===== src/rtl/posit_decoder_pipe_pkg.sv =====
// Shared types for the posit decoder: sign and class enums plus the
// regime-width helper used to size the signed regime field.
package posit_decoder_pipe_pkg;

    typedef enum logic {
        POS = 1'b0,
        NEG = 1'b1
    } sign_t;

    typedef enum logic [1:0] {
        ZERO   = 2'd0,
        NAR    = 2'd1,
        NORMAL = 2'd2
    } posit_class_t;

    // A WIDTH-bit posit has |regime| <= WIDTH-1, which needs one sign bit on top.
    function automatic int posit_rw(input int width);
        return $clog2(width) + 1;
    endfunction

endpackage


===== src/rtl/posit_decoder_pipe_if.sv =====
// Stream interface for posit_decoder_pipe: raw posit in, decoded fields out.
// out_scale exists only when POSIT_DEC_SCALE_EN is defined.
interface posit_decoder_pipe_if #(
    parameter int WIDTH = 8,
    parameter int ES    = 1
);
    import posit_decoder_pipe_pkg::*;

    localparam int RW = posit_rw(WIDTH);
    localparam int EW = (ES > 1) ? ES : 1;
    localparam int MW = WIDTH - 3;
    localparam int LW = $clog2(WIDTH);

    logic                 in_valid;
    logic                 in_ready;
    logic [WIDTH-1:0]     in_posit;
    logic                 out_valid;
    logic                 out_ready;
    sign_t                out_sign;
    posit_class_t         out_class;
    logic signed [RW-1:0] out_regime;
    logic [EW-1:0]        out_exponent;
    logic [MW-1:0]        out_mantissa;
    logic [LW-1:0]        out_man_len;
`ifdef POSIT_DEC_SCALE_EN
    logic signed [RW+ES-1:0] out_scale;
`endif

    modport master (
        output in_valid, in_posit, out_ready,
        input  in_ready, out_valid, out_sign, out_class, out_regime,
               out_exponent, out_mantissa, out_man_len
`ifdef POSIT_DEC_SCALE_EN
        , input out_scale
`endif
    );

    modport slave (
        input  in_valid, in_posit, out_ready,
        output in_ready, out_valid, out_sign, out_class, out_regime,
               out_exponent, out_mantissa, out_man_len
`ifdef POSIT_DEC_SCALE_EN
        , output out_scale
`endif
    );

endinterface


===== src/rtl/posit_decoder_pipe_run_length.sv =====
// posit_run_length: length of the run of bits equal to the MSB, counted
// from the MSB downward across all N bits (result 1..N).
module posit_run_length #(
    parameter int N = 7
) (
    input  logic [N-1:0]             vec,
    output logic [$clog2(N+1)-1:0]   len
);
    localparam int CW = $clog2(N + 1);

    logic run;

    always_comb begin
        len = CW'(1);
        run = 1'b1;
        for (int i = N - 2; i >= 0; i--) begin
            if (run && (vec[i] == vec[N-1])) begin
                len = len + CW'(1);
            end else begin
                run = 1'b0;
            end
        end
    end

endmodule


===== src/rtl/posit_decoder_pipe.sv =====
// Two-stage posit field decoder: S1 classifies and takes |x|, S2 splits
// regime/exponent/fraction. Optional out_scale under POSIT_DEC_SCALE_EN.
module posit_decoder_pipe
    import posit_decoder_pipe_pkg::*;
#(
    parameter int WIDTH = 8,
    parameter int ES    = 1
) (
    input logic                 clk,
    input logic                 rst,
    posit_decoder_pipe_if.slave bus
);
    localparam int RW = posit_rw(WIDTH);
    localparam int EW = (ES > 1) ? ES : 1;
    localparam int MW = WIDTH - 3;
    localparam int LW = $clog2(WIDTH);
    localparam int N  = WIDTH - 1;
    localparam logic [LW:0] ES_V = (LW + 1)'(ES);

    // Handshake: a beat moves when valid && ready. Each stage may load when it
    // is empty or its content leaves this cycle, so ready never looks at valid.
    logic s1_valid, s2_valid, s2_ready;
    assign s2_ready     = !s2_valid || bus.out_ready;
    assign bus.in_ready = !s1_valid || s2_ready;
    assign bus.out_valid = s2_valid;

    // ---------------- S1: sign, class, magnitude ----------------
    posit_class_t in_class;
    logic [N-1:0] in_body;
    sign_t        s1_sign;
    posit_class_t s1_class;
    logic [N-1:0] s1_body;

    always_comb begin
        in_class = NORMAL;
        if (bus.in_posit == '0) begin
            in_class = ZERO;
        end else if (bus.in_posit == {1'b1, {N{1'b0}}}) begin
            in_class = NAR;
        end
        // Low bits of the two's complement depend only on the low bits.
        in_body = bus.in_posit[WIDTH-1] ? (~bus.in_posit[N-1:0] + N'(1))
                                        : bus.in_posit[N-1:0];
    end

    always_ff @(posedge clk or posedge rst) begin
        if (rst) begin
            s1_valid <= 1'b0;
            s1_sign  <= POS;
            s1_class <= ZERO;
            s1_body  <= '0;
        end else if (bus.in_ready) begin
            s1_valid <= bus.in_valid;
            if (bus.in_valid) begin
                s1_sign  <= sign_t'(bus.in_posit[WIDTH-1]);
                s1_class <= in_class;
                s1_body  <= in_body;
            end
        end
    end

    // ---------------- S2: regime / exponent / fraction ----------------
    logic [LW-1:0]        run_len;
    logic [N-1:0]         tail;
    logic [LW:0]          rem;
    logic signed [RW-1:0] regime_d;
    logic [EW-1:0]        exp_d;
    logic [MW-1:0]        mant_d;
    logic [LW-1:0]        man_len_d;

    posit_run_length #(.N(N)) u_run_length (
        .vec (s1_body),
        .len (run_len)
    );

    always_comb begin
        regime_d  = '0;
        exp_d     = '0;
        mant_d    = '0;
        man_len_d = '0;
        // Bits after the terminator, MSB-aligned and zero-filled below.
        tail = (s1_body << run_len) << 1;
        rem  = (run_len == LW'(N)) ? '0 : (LW + 1)'(WIDTH - 2) - {1'b0, run_len};
        if (s1_class == NORMAL) begin
            regime_d  = s1_body[N-1] ? RW'(run_len) - RW'(1) : RW'(0) - RW'(run_len);
            exp_d     = (ES == 0) ? '0 : EW'({tail, {EW{1'b0}}} >> N);
            mant_d    = MW'((tail << ES) >> 2);
            man_len_d = (rem > ES_V) ? LW'(rem - ES_V) : '0;
        end
    end

`ifdef POSIT_DEC_SCALE_EN
    localparam int SW = RW + ES;
    logic signed [SW-1:0] scale_d;
    logic signed [SW-1:0] s2_scale;
    assign scale_d = (SW'(regime_d) <<< ES) + SW'(exp_d);
    assign bus.out_scale = s2_scale;
`endif

    sign_t                s2_sign;
    posit_class_t         s2_class;
    logic signed [RW-1:0] s2_regime;
    logic [EW-1:0]        s2_exponent;
    logic [MW-1:0]        s2_mantissa;
    logic [LW-1:0]        s2_man_len;

    always_ff @(posedge clk or posedge rst) begin
        if (rst) begin
            s2_valid    <= 1'b0;
            s2_sign     <= POS;
            s2_class    <= ZERO;
            s2_regime   <= '0;
            s2_exponent <= '0;
            s2_mantissa <= '0;
            s2_man_len  <= '0;
`ifdef POSIT_DEC_SCALE_EN
            s2_scale    <= '0;
`endif
        end else if (s2_ready) begin
            s2_valid <= s1_valid;
            if (s1_valid) begin
                s2_sign     <= s1_sign;
                s2_class    <= s1_class;
                s2_regime   <= regime_d;
                s2_exponent <= exp_d;
                s2_mantissa <= mant_d;
                s2_man_len  <= man_len_d;
`ifdef POSIT_DEC_SCALE_EN
                s2_scale    <= scale_d;
`endif
            end
        end
    end

    assign bus.out_sign     = s2_sign;
    assign bus.out_class    = s2_class;
    assign bus.out_regime   = s2_regime;
    assign bus.out_exponent = s2_exponent;
    assign bus.out_mantissa = s2_mantissa;
    assign bus.out_man_len  = s2_man_len;

endmodule


===== src/flat_wrapper.sv =====
// flat-port wrapper written by rule: the top's interface ports become plain ports
module posit_decoder_pipe_flat import posit_decoder_pipe_pkg::*;
#(
    parameter int WIDTH = 8,
    parameter int ES    = 1
)
  (clk, rst, bus_in_valid, bus_in_posit, bus_out_ready, bus_in_ready, bus_out_valid, bus_out_sign, bus_out_class, bus_out_regime, bus_out_exponent, bus_out_mantissa, bus_out_man_len);
  posit_decoder_pipe_if #(.WIDTH(WIDTH), .ES(ES)) bus_i ();
  input logic clk;
  input logic rst;
  input wire logic [$bits(bus_i.in_valid)-1:0] bus_in_valid;
  input wire logic [$bits(bus_i.in_posit)-1:0] bus_in_posit;
  input wire logic [$bits(bus_i.out_ready)-1:0] bus_out_ready;
  output wire logic [$bits(bus_i.in_ready)-1:0] bus_in_ready;
  output wire logic [$bits(bus_i.out_valid)-1:0] bus_out_valid;
  output wire logic [$bits(bus_i.out_sign)-1:0] bus_out_sign;
  output wire logic [$bits(bus_i.out_class)-1:0] bus_out_class;
  output wire logic [$bits(bus_i.out_regime)-1:0] bus_out_regime;
  output wire logic [$bits(bus_i.out_exponent)-1:0] bus_out_exponent;
  output wire logic [$bits(bus_i.out_mantissa)-1:0] bus_out_mantissa;
  output wire logic [$bits(bus_i.out_man_len)-1:0] bus_out_man_len;
  assign bus_i.in_valid = bus_in_valid;
  assign bus_i.in_posit = bus_in_posit;
  assign bus_i.out_ready = bus_out_ready;
  assign bus_in_ready = bus_i.in_ready;
  assign bus_out_valid = bus_i.out_valid;
  assign bus_out_sign = bus_i.out_sign;
  assign bus_out_class = bus_i.out_class;
  assign bus_out_regime = bus_i.out_regime;
  assign bus_out_exponent = bus_i.out_exponent;
  assign bus_out_mantissa = bus_i.out_mantissa;
  assign bus_out_man_len = bus_i.out_man_len;
  posit_decoder_pipe #(.WIDTH(WIDTH), .ES(ES)) u_core (.clk(clk), .rst(rst), .bus(bus_i));
endmodule

===== config.mk =====
export PLATFORM = sky130hd
export DESIGN_NAME = posit_decoder_pipe_flat
export DESIGN_NICKNAME = d
export VERILOG_FILES = /design/src/rtl/posit_decoder_pipe_pkg.sv /design/src/rtl/posit_decoder_pipe_if.sv /design/src/rtl/posit_decoder_pipe_run_length.sv /design/src/rtl/posit_decoder_pipe.sv /design/src/flat_wrapper.sv
export SDC_FILE = /design/constraint.sdc
export NUM_CORES = 1
export LEC_CHECK = 0
export BUFFER_PORTS_ARGS = -buffer_cell sky130_fd_sc_hd__buf_2
export CAP_MARGIN = 5
export CORE_ASPECT_RATIO = 1.1
export CORE_MARGIN = 5
export CORE_UTILIZATION = 45
export DETAILED_ROUTE_END_ITERATION = 12
export PLACE_DENSITY = 0.69
export SKIP_CTS_REPAIR_TIMING = 1
export SLEW_MARGIN = 0
export SYNTH_ARGS = -nofsm -noshare
export SYNTH_HDL_FRONTEND = slang
export SYNTH_SLANG_ARGS = --single-unit

===== constraint.sdc =====
create_clock -name clk -period 2.4 [get_ports clk]
set_input_delay 0.36 -clock clk [delete_from_list [all_inputs] [get_ports clk]]
set_output_delay 0.36 -clock clk [all_outputs]
set_load 0.05 [all_outputs]

==> results of run 1 <==
==> cell families after synthesis <==
kind of cell / after synthesis / synth area share [%]
buf+inv: 18 / 4.30
mux: 8 / 4.87
xor+xnor: 9 / 4.52
flops: 28 / 40.1
simple gates: 77 / 21.4
fa+ha+maj: 6 / 4.30
compound gates: 54 / 20.4
==> per-layer routing <==
layer	global-route usage, %	wire length, um	vias up
met3	2.90	180	4
met4	5.86	53	0
li1	-	-	778
met5	0	0	-
met1	17.6	1610	700
met2	28.9	1890	35
==> worst paths after layout <==
| check | slack, ns | from | endpoint | cells after the start |
|---|---|---|---|---|
| max in group asynchronous | 2.01 | rst | u_core.bus.out_mantissa[3] | 3 |
| worst min register to register | 0.48 | u_core.bus.out_regime[3] | u_core.bus.out_regime[3] | 2 |
| worst min-delay path | 0.13 | rst | u_core.bus.out_mantissa[4] | 3 |
| worst max-delay path | -0.07 | u_core.s1_body[6] | u_core.bus.out_man_len[2] | 11 |
| min in group clk | 0.28 | bus_in_posit[6] | u_core.s1_class[0] | 2 |
| worst max register to register | -0.07 | u_core.s1_body[6] | u_core.bus.out_man_len[2] | 11 |
==> per-stage QoR <==
step           setup WS [ns]  power (W)  cell area (um^2)  TNS, ns  std cells
2_1_floorplan         0.0154    0.00141              1750        0        200
6_report             -0.0671    0.00205              2130   -0.114        289
4_1_cts              -0.0542    0.00205              2110  -0.0875        288
5_1_grt               -0.129    0.00219              2130   -0.259        289
3_5_place_dp         -0.0422    0.00167              2040  -0.0588        284
3_3_place_gp          0.0514    0.00166              2040        0        284
==> sequential cells by signal, summed over array words and instances, names as in the netlist <==
signal,flops
u_core.s1_valid,1
u_core.bus.out_valid,1
u_core.bus.out_man_len,3
u_core.bus.out_exponent,1
u_core.bus.out_class,2
u_core.bus.out_mantissa,5
u_core.s1_class,2
u_core.s1_body,7
u_core.bus.out_sign,1
u_core.bus.out_regime,4
u_core.s1_sign,1
==> power by group through the flow <==
stage / Clock, W / Sequential [W] / Combinational (W)
3_5_place_dp: 0 / 0.000652 / 0.00102
6_report: 0.000369 / 0.000641 / 0.00104
2_1_floorplan: 0 / 0.000923 / 0.000484
5_1_grt: 0.000399 / 0.000656 / 0.00113
4_1_cts: 0.000383 / 0.000642 / 0.00103
3_3_place_gp: 0 / 0.000649 / 0.00101
==> layout make-up <==
cell class                 instances  area share (%)
tap                               50            2.94
clock inverter                     1            1.41
multi-input combinational        154            46.1
clock buffer                       3            1.94
timing repair buffer              46            13.4
sequential                        28            32.9
inverter                           7            1.24
==> Yosys cell counts, types with 2 or more instances <==
| cell | count | area share (%) |
|---|---|---|
| a21oi_1 | 12 | 3.4 |
| a22o_1 | 4 | 2.0 |
| a32o_1 | 3 | 1.7 |
| clkbuf_1 | 9 | 1.9 |
| dfrtp_1 | 28 | 40 |
| ha_1 | 6 | 4.3 |
| inv_1 | 7 | 1.5 |
| mux2_2 | 4 | 2.6 |
| mux2i_1 | 4 | 2.3 |
| nand2_1 | 33 | 7.1 |
| nand2_2 | 2 | 0.72 |
| nand2b_1 | 5 | 1.8 |
| nand3_1 | 2 | 0.57 |
| nor2_1 | 17 | 3.7 |
| nor2b_1 | 2 | 0.72 |
| nor3_1 | 3 | 0.86 |
| o211ai_1 | 2 | 0.86 |
| o21ai_0 | 15 | 4.3 |
| o21ai_1 | 3 | 0.86 |
| o22ai_1 | 2 | 0.72 |
| o31ai_1 | 3 | 1.3 |
| or2_2 | 3 | 1.1 |
| xnor2_1 | 6 | 3.0 |
| xor2_1 | 3 | 1.5 |
==> tightest hold or removal path: stages <==
cell and delay (ns):
buf_2 0.10, inv_1 0.04, buf_4 0.32
==> reports/results.ini, run 1 <==
[run_status]
status = finished with violations
violations = negative setup slack

[synth]
synth_ff_type = dfrtp_1
syn_area_um2 = 1750
ys_warn_count = 0
async_flop_share_pct = 100
syn_nets = 218
ys_ff_latch = 28
yosysUniqueCellTypes = 46
seq_area_frac_synth_pct = 40.1
synth_edf_count = 0
netlist_instances = 200
syn_avg_cell_area_um2 = 8.73

[floorplanning]
core_um2 = 3680
num_rows = 23
dieArea_um2 = 5230
die_x_um = 69.4
initial_core_util_pct = 47.4
die_h_um = 75.3
ios = 30

[critical_path]
critPathRequiredTime_ns = 2.58
arrival_ns = 2.65
path_buf_inv = 1
crit_chain = or4_4 > mux2i_1 > o21ai_1 > nand2_2 > inv_1 > ha_2 > nor2b_1 > a21oi_1 > or2_4 > a31oi_2 > a32o_1
critPathLaunchType = flip-flop
crit_path_max_fanout = 5
crit_type = flip-flop to flip-flop
slowest_delay_ns = 0.53
cp_top_family = simple AND/OR/NAND/NOR gates
end_kind = flip-flop
cp_slowest_cell = or4_4

[timing]
whs_ns = 0.125
period_needed_ns = 2.47
worst_slack_ns = -0.0671
finalCritPeriodShare_pct = 103
setup_viol = 2
finalHoldViolations = 0
rsz0062_at_grt = true
skew_ns = 0.00980
slew_headroom_pct = 65.5
slew_viol_final = 0
tightest_slew_ns = 0.516
fmax_mhz = 405

[pwr]
p_leak_nw = 1.02
ir_drop_uv = 389
comb_power_share_pct = 50.6
pwr-share-clk_pct = 18.1
p_sw_share_pct = 43.2
pwr-share-seq_pct = 31.3
p_int_w = 0.00116
switching_power_w = 0.000883
powerDensity_nw_per_um2 = 962

[cells_and_area]
multi_input_area_um2 = 981
drive_above_1_share_pct = 28.0
register_area_um2 = 701
fillers = 367
layout_common_cells = nand2_1 (33), buf_2 (29), dfrtp_1 (28), nor2_1 (17), buf_4 (16)
area_delta_synth_final_pct = 21.9
diodes = 0
finish.utilization_pct = 57.7
nets = 258
mostFrequentLayoutCell = nand2_1

[global_routing]
antenna_found_initial = 0
grt_pass1_wl_um = 6510
grt_max_degree = 29
grtUsageTotal_pct = 15.4
grt_pass1_vias = 1471
overflow = 0

[drt]
wire_per_inst_um = 12.9
vias = 1517
vias_per_cell = 5.25
ant_nets = 0
drt-initial-drc-count = 93
remaining_drc_errors = 0
routed_wl_um = 3740
firstDrtPassIters = 4

[clock_tree]
clk_pin_slew_worst_paths_ns = 0.10
cts-buffers-inserted = 3
insertion_delay_ns = 0.28
ctsLongestPathBuffers = 2
htree_levels = 1
cts_root_buf = clkbuf_8
cts.sink_count = 28
cts_tree = done

[placement]
io_buffers = 29
hpwl_um = 2840
gp_congestion = 0.922

[hold_path]
hold_class = input port to async pin

[run]
maxCapViolations = 0

(Power assumes the default switching activity.)
==> run 2, diff against run 1 <==
Settings changed: CORE_UTILIZATION 45 to 29, PLACE_DENSITY 0.69 to default.
==> run 2 against run 1 <==
  * The flow now finishes without violations
  * Cell area grew 7.0%
  * Register-to-register slack better by 0.098 ns
  * Maximum frequency is 4.1% higher
  * Critical path depth did not move
  * Routed wire length is 15% higher
  * Sequential cell count did not move
  * Final cell count is 10% higher
  * Combinational power grew 13%
  * Die area is 47% higher
  * Setup slack better by 0.098 ns
  * Largest cell class unchanged
==> reports/results.ini, run 2 (synthesis gave the netlist of run 1 again) <==
[timing]
finalHoldViolations = 0  ; unchanged
fmax_mhz = 422  ; was 405 MHz
tightest_slew_ns = 0.559  ; was 0.516 ns
slew_viol_final = 0  ; unchanged
worst_slack_ns = 0.0308  ; was -0.0671 ns
finalCritPeriodShare_pct = 98.7  ; was 103%
skew_ns = 0.00556  ; was 0.00980 ns
period_needed_ns = 2.37  ; was 2.47 ns
setup_viol = 0  ; was 2
rsz0062_at_grt = true  ; unchanged
slew_headroom_pct = 62.7  ; was 65.5%
whs_ns = 0.129  ; was 0.125 ns

[pwr]
ir_drop_uv = 366  ; was 389 uV
powerDensity_nw_per_um2 = 960  ; was 962 nW/um^2
p_leak_nw = 1.04  ; was 1.02 nW

[drt]
vias_per_cell = 4.94  ; was 5.25
firstDrtPassIters = 4  ; unchanged
vias = 1577  ; was 1517
routed_wl_um = 4280  ; was 3740 um
remaining_drc_errors = 0  ; unchanged
drt-initial-drc-count = 100  ; was 93
wire_per_inst_um = 13.4  ; was 12.9 um
ant_nets = 0  ; unchanged

[global_routing]
grt_pass1_wl_um = 6830  ; was 6510 um
overflow = 0  ; unchanged
grt_max_degree = 29  ; unchanged
antenna_found_initial = 0  ; unchanged
grtUsageTotal_pct = 10.5  ; was 15.4%
grt_pass1_vias = 1481  ; was 1471

[floorplanning]
core_um2 = 5810  ; was 3680 um^2
die_x_um = 84.0  ; was 69.4 um
dieArea_um2 = 7670  ; was 5230 um^2
ios = 30  ; unchanged
die_h_um = 91.4  ; was 75.3 um
num_rows = 29  ; was 23
initial_core_util_pct = 30.1  ; was 47.4%

[critical_path]
regToRegSetupSlack_ns = 0.03  ; was -0.07 ns
slowest_delay_ns = 0.56  ; was 0.53 ns
arrival_ns = 2.54  ; was 2.65 ns
cp_top_family = simple AND/OR/NAND/NOR gates  ; unchanged
crit_chain = or4_4 > mux2i_4 > o21ai_2 > nand2_4 > inv_4 > ha_4 > nor2b_4 > a21oi_2 > or2_4 > a31oi_4 > a32o_1  ; was or4_4 > mux2i_1 > o21ai_1 > nand2_2 > inv_1 > ha_2 > nor2b_1 > a21oi_1 > or2_4 > a31oi_2 > a32o_1
cp_slowest_cell = or4_4  ; unchanged
crit_type = flip-flop to flip-flop  ; unchanged
critPathRequiredTime_ns = 2.57  ; was 2.58 ns
crit_path_max_fanout = 4  ; was 5
critPathLaunchType = flip-flop  ; unchanged
path_buf_inv = 1  ; unchanged
end_kind = flip-flop  ; unchanged

[cells_and_area]
stdcell_area_um2 = 2280  ; was 2130 um^2
diodes = 0  ; unchanged
mostFrequentLayoutCell = nand2_1  ; unchanged
layout_common_cells = nand2_1 (33), buf_2 (29), dfrtp_1 (28), buf_4 (19)  ; was nand2_1 (33), buf_2 (29), dfrtp_1 (28), nor2_1 (17), buf_4 (16)
largest_register_ffs = 7  ; unchanged
area_delta_synth_final_pct = 30.4  ; was 21.9%
fillers = 609  ; was 367
nets = 261  ; was 258
multi_input_area_um2 = 1080  ; was 981 um^2
drive_above_1_share_pct = 33.5  ; was 28.0%
regMostFlops = u_core.s1_body  ; unchanged
register_area_um2 = 701  ; unchanged
layoutNonFillerInstCount = 319  ; was 289

[placement]
hpwl_um = 3000  ; was 2840 um
io_buffers = 29  ; unchanged
placed_area_um2 = 2040  ; about the same
dp_slack_ns = -0.0337  ; was -0.0422 ns
dp_cells = 309  ; was 284
gp_congestion = 0.887  ; was 0.922

[run_status]
status = finished clean  ; was finished with violations

[hold_path]
hold_class = input port to async pin  ; unchanged

[clock_tree]
clk_pin_slew_worst_paths_ns = 0.10  ; about the same
ctsLongestPathBuffers = 2  ; unchanged
cts-buffers-inserted = 3  ; unchanged
cts_tree = done  ; unchanged
insertion_delay_ns = 0.28  ; about the same
cts_root_buf = clkbuf_8  ; unchanged
cts.sink_count = 28  ; unchanged
htree_levels = 1  ; unchanged

[run]
maxCapViolations = 0  ; unchanged

-- run 2: cell count changes in the layout (fill, tap and decap cells not counted), sizes merged --
| cell | delta |
|---|---|
| buf | +3 |
-- run 2: worst paths after layout --
path	cells after the start	endpoint	startpoint
hold reg to reg	2	u_core.s1_sign	u_core.s1_sign
setup reg to reg	11	u_core.bus.out_man_len[2]	u_core.s1_body[4]
setup / recovery	11	u_core.bus.out_man_len[2]	u_core.s1_body[4]
min in group clk	2	u_core.s1_valid	bus_in_valid
max in group asynchronous	3	u_core.s1_body[2]	rst
hold / removal	3	u_core.bus.out_regime[0]	rst
-- run 2: worst min-delay path: stages --
cell	delay, ns
buf_2	0.09
inv_1	0.04
buf_4	0.33
-- run 2: power by group --
part	total, W	internal (W)	switching (W)
clock network	0.000372	0.000223	0.000149
logic	0.00117	0.000431	0.000738
registers	0.000645	0.000575	0.0000699
total	0.00219	0.00123	0.000957
-- run 2: metal layers --
layer  global-route usage, %  part of all wire (%)  wire [um]  vias to the layer above
li1                        -                     -          -                      787
met1                    13.1                    45       1910                      751
met3                    2.90                   4.2        178                        4
met4                    2.68                   1.1         46                        0
met2                    18.0                    50       2140                       35
met5                       0                     0          0                        -
-- run 2: layout make-up --
| class | instances | area share [%] |
|---|---|---|
| multi-input combinational | 154 | 47.4 |
| sequential | 28 | 30.8 |
| tap | 77 | 4.23 |
| inverter | 7 | 1.26 |
| clock buffer | 3 | 1.81 |
| clock inverter | 1 | 1.32 |
| timing repair buffer | 49 | 13.1 |
-- run 2: per-stage QoR --
stage / total power, W / setup TNS (ns) / utilization [%]
finish: 0.00219 / 0 / 39.2
global placement: 0.00165 / 0 / 35.2
CTS: 0.00205 / -0.0760 / 36.4
detailed placement: 0.00167 / -0.0424 / 35.2
floorplan: 0.00141 / 0 / -
global route: 0.00233 / -0.147 / 39.2
